`src/rtl/ssd1306_pkg.sv`:
```
// Shared definitions for the SSD1306 SPI path: shifter state encoding
// (also used by the init sequencer), D/C levels and the byte width.
package ssd1306_pkg;

    localparam int BYTE_W = 8;

    localparam logic DC_CMD  = 1'b0;
    localparam logic DC_DATA = 1'b1;

    typedef enum logic [1:0] {
        IDLE = 2'd0,
        LOW  = 2'd1,
        HIGH = 2'd2,
        HOLD = 2'd3
    } spi_state_t;

endpackage

```
`src/rtl/ssd1306_spi_shifter.sv`:
```
// SSD1306 4-wire SPI byte serializer, mode 0, MSB first.
// One byte per valid/ready handshake: a byte is accepted at a rising clk_in
// edge where byte_start=1 and byte_ready=1; byte_in and dc_in are captured at
// that edge. byte_start while busy is dropped, never queued.
// All panel-facing outputs are registered so the SPI lines never glitch.
// Optional build macro SSD1306_SPI_BACK2BACK_EN: also accept in the final HOLD
// cycle so consecutive bytes share one chip-select window.
module ssd1306_spi_shifter
    import ssd1306_pkg::*;
#(
    parameter int unsigned CLK_DIV = 2
) (
    input  logic              clk_in,
    input  logic              resetn,
    input  logic              byte_start,
    input  logic [BYTE_W-1:0] byte_in,
    input  logic              dc_in,
    output logic              byte_ready,
    output logic              busy,
    output logic              oled_sclk,
    output logic              oled_sdin,
    output logic              oled_csn,
    output logic              oled_dc
);

    // Terminal count of each SCLK half-period; div_cnt never passes it.
    localparam logic [7:0] DIV_LAST = 8'(CLK_DIV - 1);

    spi_state_t        state_q, state_d;
    logic [BYTE_W-1:0] shift_q, shift_d;
    logic [2:0]        bit_cnt_q, bit_cnt_d;
    logic [7:0]        div_cnt_q, div_cnt_d;
    logic              dc_q, dc_d;
    logic              sclk_q, sclk_d;
    logic              sdin_q, sdin_d;
    logic              csn_q, csn_d;

    logic phase_done;
    logic accept;

    assign phase_done = (div_cnt_q == DIV_LAST);

`ifdef SSD1306_SPI_BACK2BACK_EN
    // Ready while idle and in the last HOLD cycle, so the next byte chains
    // straight into LOW with chip select still asserted.
    assign byte_ready = (state_q == IDLE) || ((state_q == HOLD) && phase_done);
`else
    // Ready only while idle: chip select always deasserts between bytes.
    assign byte_ready = (state_q == IDLE);
`endif

    assign busy   = ~byte_ready;
    assign accept = byte_start && byte_ready;

    // Next-state, divider, bit counter and registered SPI line values.
    always_comb begin
        state_d   = state_q;
        shift_d   = shift_q;
        bit_cnt_d = bit_cnt_q;
        div_cnt_d = div_cnt_q;
        dc_d      = dc_q;

        case (state_q)
            IDLE: begin
                div_cnt_d = 8'd0;
            end
            LOW: begin
                if (phase_done) begin
                    state_d   = HIGH;
                    div_cnt_d = 8'd0;
                end else begin
                    div_cnt_d = div_cnt_q + 8'd1;
                end
            end
            HIGH: begin
                if (phase_done) begin
                    div_cnt_d = 8'd0;
                    if (bit_cnt_q == 3'd0) begin
                        state_d = HOLD;
                    end else begin
                        // SDIN only moves here, on the falling SCLK edge.
                        shift_d   = {shift_q[BYTE_W-2:0], 1'b0};
                        bit_cnt_d = bit_cnt_q - 3'd1;
                        state_d   = LOW;
                    end
                end else begin
                    div_cnt_d = div_cnt_q + 8'd1;
                end
            end
            HOLD: begin
                if (phase_done) begin
                    state_d   = IDLE;
                    div_cnt_d = 8'd0;
                end else begin
                    div_cnt_d = div_cnt_q + 8'd1;
                end
            end
            default: begin
                state_d   = IDLE;
                div_cnt_d = 8'd0;
            end
        endcase

        // Accept overrides whatever the phase logic decided.
        if (accept) begin
            shift_d   = byte_in;
            dc_d      = dc_in;
            bit_cnt_d = 3'd7;
            div_cnt_d = 8'd0;
            state_d   = LOW;
        end

        sclk_d = (state_d == HIGH);
        csn_d  = (state_d == IDLE);
        sdin_d = (state_d == IDLE) ? 1'b0 : shift_d[BYTE_W-1];
    end

    // State and output registers; synchronous active-low reset aborts any transfer.
    always_ff @(posedge clk_in) begin
        if (!resetn) begin
            state_q   <= IDLE;
            shift_q   <= '0;
            bit_cnt_q <= 3'd0;
            div_cnt_q <= 8'd0;
            dc_q      <= DC_CMD;
            sclk_q    <= 1'b0;
            sdin_q    <= 1'b0;
            csn_q     <= 1'b1;
        end else begin
            state_q   <= state_d;
            shift_q   <= shift_d;
            bit_cnt_q <= bit_cnt_d;
            div_cnt_q <= div_cnt_d;
            dc_q      <= dc_d;
            sclk_q    <= sclk_d;
            sdin_q    <= sdin_d;
            csn_q     <= csn_d;
        end
    end

    assign oled_sclk = sclk_q;
    assign oled_sdin = sdin_q;
    assign oled_csn  = csn_q;
    assign oled_dc   = dc_q;

endmodule

```
`config.mk`:
```
export PLATFORM = sky130hd
export DESIGN_NAME = ssd1306_spi_shifter
export DESIGN_NICKNAME = d
export VERILOG_FILES = /design/src/rtl/ssd1306_pkg.sv /design/src/rtl/ssd1306_spi_shifter.sv
export SDC_FILE = /design/constraint.sdc
export NUM_CORES = 1
export LEC_CHECK = 0
export ABC_AREA = 1
export CORE_UTILIZATION = 55
export CTS_CLUSTER_SIZE = 20
export DETAILED_ROUTE_END_ITERATION = 16
export DONT_BUFFER_PORTS = 1
export GPL_ROUTABILITY_DRIVEN = 0
export PLACE_DENSITY = 0.81
export SLEW_MARGIN = 20
export SYNTH_ARGS = -nofsm -noshare
export SYNTH_HDL_FRONTEND = slang
export SYNTH_SLANG_ARGS = --single-unit
```
`constraint.sdc`:
```
create_clock -name clk_in -period 4.7 [get_ports clk_in]
set_clock_uncertainty 0.15 [all_clocks]
set_input_delay 1.175 -clock clk_in [delete_from_list [all_inputs] [get_ports clk_in]]
set_output_delay 1.175 -clock clk_in [all_outputs]
set_load 0.02 [all_outputs]
```
### After elaboration in Yosys (flattened, before gate mapping)

Cells that the tools add are included.
Widths: inputs -> output; s select.

| word-level totals | value |
|---|---|
| logic and storage cells | 45 |
| bits in registers | 25 |
| input bits | 12 |
| output and inout port bits | 6 |

| cells by class | value |
|---|---|
| bitwise logic cells | 2 |
| equal/unequal tests | 6 |
| add/sub/neg operators | 2 |
| reduce and logical (&&, ||, !) cells | 10 |
| mux-type cells | 16 |

Operator list:

| kind | number |
|---|---|
| $mux 8 | 5 |
| $pmux 8 s2 | 1 |
| $mux 3 | 4 |
| $mux 2 | 5 |
| $add 8x1->8 const B | 1 |
| $eq 8x1->1 const B | 1 |
| $eq 2x2->1 const B | 3 |
| $pmux 2 s3 | 1 |
| $logic_not 2->1 | 2 |
| $reduce_bool 2->1 | 2 |
| $reduce_or 2->1 | 2 |
| $logic_not 3->1 | 1 |
| $reduce_and 3->1 | 1 |
| $reduce_or 3->1 | 1 |
| $sub 3x1->3 const B | 1 |
| $eq 2x1->1 const B | 1 |
| $ne 2x2->1 const B | 1 |
| $not 1->1 | 2 |
| $logic_and 1x1->1 | 1 |

### Logic depth before layout (Yosys ltp)

| logic depth | value |
|---|---|
| word-level depth | 7 |
| mapped depth | 11 |
| mapped depth without buffers | 10 |

### Worst setup path after synthesis

No wires, ideal clock.

| timing path | value |
|---|---|
| path type | reg2out |
| start | register state_q[1] |
| end | output busy |
| buffers on the path | 0 |
| setup slack | 2,566 ps |
| data required time | 3,375 ps |
| stages on the path, launching flop included | 3 |
| arrival | 809 ps |
| cells stage by stage | dfxtp_1 -> nor2_2 -> inv_1 |

| on the way | value |
|---|---|
| cells in the longest elaborated chain, start to end | 2 |

RTL lines:

| element | RTL line | source |
|---|---|---|
| from (decl) | ssd1306_spi_shifter.sv:29 | `spi_state_t state_q, state_d;` |
| from (signal assigned) | ssd1306_spi_shifter.sv:130 | `state_q <= state_d;` |
| $logic_not 2->1 | ssd1306_spi_shifter.sv:49 | `assign byte_ready = (state_q == IDLE);` |
| named net byte_ready | ssd1306_spi_shifter.sv:18 | `output logic byte_ready,` |
| $not 1->1 | ssd1306_spi_shifter.sv:52 | `assign busy = ~byte_ready;` |
| to (decl) | ssd1306_spi_shifter.sv:19 | `output logic busy,` |

The timed path passes the listed nets, and every way through them passes these cells.

### Worst setup path in the final report

Same ends and word-level chain as after synthesis.

==> results.yml <==
timing:
  setup_violations: 0
  fin_ws_ps: 2147
  worst_pin_slew_ps: 485.5
  max_freq_ghz: 0.3917
  slew_violations: 0
  finalCriticalPeriod_ps: 2553
  maxSlewHeadroom_pct: 67.60
  final.setup.tns_ps: 0
  min_period_over_period_pct: 54.32
  rsz0062_at_grt: "no"
  finalHoldViolCount: 0
floorplanning:
  dieArea_um2: 2382
  fp.dieH_um: 48.81
  fp.dieW_um: 48.81
  initial_utilization_pct: 60.19
  placementRows: 16
  io_pins: 18
  core_um2: 2002
logic_synthesis:
  syn-instance-count: 168
  synth_top_family_by_area: "simple AND/OR/NAND/NOR gates"
  ys_types: 24
  synth_fa_ha_area_share_pct: 4.154
  syn_nets: 184
  synthesis.area_um2: 1205
  yosysSeqAreaShare_pct: 41.54
  synth_compound_area_share_pct: 5.919
  syn_area_per_cell_um2: 7.172
  synth_mux_area_share_pct: 0
  synthSimpleGateAreaFrac_pct: 36.45
  synth-xor-area-share_pct: 2.181
  synth_seq_cells: 25
  ys_warn_count: 0
cells_and_area:
  area_growth_pct: 2.700
  final_util_pct: 61.81
  n_antenna_cell: 0
  fillers: 197
  drive_above_1_share_pct: 8.876
  layout.nets: 186
cts:
  cts_setup_buffers: 0
  cts_repair_resize_count: 0
  h-tree-depth: 1
  cts_root_buf: "clkbuf_4"
  insertion_delay_ps: 310
  cts_tree: "done"
  cts_sinks: 25
  clk_pin_slew_ps: 130
  clockBufferDepth: 2
  cts_made_buffers: 3
  cts_hold_buf: 0
detailed_routing:
  first_iter_violations: 30
  dr.pass1.iters: 4
  wl_um: 2166
  vias: 1017
  wl_per_cell_um: 11.05
  via_per_inst: 5.189
  drc: 0
  antenna_left: 0
global_route:
  gr-usage-all-layers_pct: 20.53
  grt_pass1_vias: 934
  overflow: 0
  grt_pass1_wl_um: 3801
  antenna_found_initial: 0
  grt_max_degree: 17
flow_run:
  maxCapViolCount: 0
setup_path:
  cp-end-kind: "output port"
  cp_data_arrival_time_ps: 1230
  critPathMaxFanout: 4
  required_ps: 3380
  criticalPathCategory: "reg -> out"
  start_kind: "flip-flop"
pwr:
  ir_drop_v: 0.0001766
  power_leakage_nw: 0.5604
  power_mw: 0.3857
  p_per_area_nw_per_um2: 311.7
place:
  place_hpwl_um: 1632
  dp_slack_ps: 2503
  io_buffer_count: 0
outcome:
  status: "finished, final reports clean"
hold_path:
  min_path_type: "reg -> reg"
==> critical path, stage by stage (launching register included) <==
cell	delay, ps
dfxtp_1	370
nor2_2	310
inv_1	240
==> layout make-up <==
cell class                 count  area, um^2  share of cell area, %
clock buffer                   4       26.28                  2.123
inverter                      24       90.09                  7.280
multi-input combinational    116       586.8                  47.42
sequential                    25       500.5                  40.44
tap                           27       33.78                  2.730
==> per-stage QoR <==
step	hold WS, ps	cell area (um^2)	cells
2_1_floorplan	283.4	1205	168
3_3_place_gp	297.5	1211	192
3_5_place_dp	313.8	1211	192
4_1_cts	344.1	1237	196
5_1_grt	372.0	1237	196
6_report	340.3	1237	196
==> flip-flops by register name (all words and copies together), names as in the netlist <==
name and count:
bit_cnt_q 3, div_cnt_q 8, oled_csn 1, oled_dc 1
oled_sclk 1, oled_sdin 1, shift_q 8, state_q 2
==> synthesized netlist by cell type <==
cell,number,area share (%)
buf_2,1,0.41
clkinv_1,1,0.31
xor2_1,3,2.2
inv_1,22,6.9
buf_6,2,1.9
or2_2,1,0.52
dfxtp_1,25,42
nand2_1,39,12
a31oi_1,1,0.52
nand3_1,15,6.2
nand2_2,4,2.1
a21oi_1,9,3.7
nand3b_1,4,2.5
o21ai_1,1,0.41
nor2_2,4,2.1
ha_1,4,4.2
nor3b_1,1,0.62
o21ai_0,3,1.2
nor2_4,1,0.93
nand3_2,1,0.83
nand4_1,3,1.6
nor2_1,21,6.5
inv_2,1,0.31
nor3_1,1,0.41
==> cells in the final DEF, fill, tap and decap left out <==
cell      netlist  routed
dfxtp_1        25      25
nand3_1        15      15
nand3b_1        4       4
a21oi_1         9       9
nor2_4          1       1
or2_2           1       1
nor2_2          4       4
inv_1          22      22
a31oi_1         1       1
nand2_2         4       4
ha_1            4       4
clkinv_1        1       1
nor3b_1         1       1
clkbuf_4        0       3
nor2_1         21      21
o21ai_0         3       3
xor2_1          3       3
clkbuf_1        0       1
nand3_2         1       1
o21ai_1         1       1
nor3_1          1       1
inv_2           1       1
nand2_1        39      39
nand4_1         3       3
==> metal layers <==
metal	global-route usage (%)	part of all wire (%)	vias up
met5	0	0	-
met4	8.824	1.5	0
met3	3.738	6.4	4
met2	35.19	49	37
met1	25.05	43	448
li1	-	-	528
==> cell families after synthesis <==
group                      count (synthesis)
xor gates and xnor gates                   3
buffers and inverters                     27
AOI/OAI and AO/OA                         14
adders and majority gates                  4
DFF                                       25
and+or+nand+nor                           95
==> worst paths after layout <==
kind	end	slack, ps	from	cells after the start
setup / recovery	busy	2150	state_q[1]	2
hold / removal	div_cnt_q[0]	340	div_cnt_q[0]	1
hold reg to reg	div_cnt_q[0]	340	div_cnt_q[0]	1
setup reg to reg	bit_cnt_q[0]	2600	div_cnt_q[0]	7
==> power by group <==
group	switching (mW)	internal (mW)
combinational	0.0399	0.0193
clock	0.0600	0.0332
sequential	0.00958	0.224
Note: power is estimated with default switching activity, not from simulation.
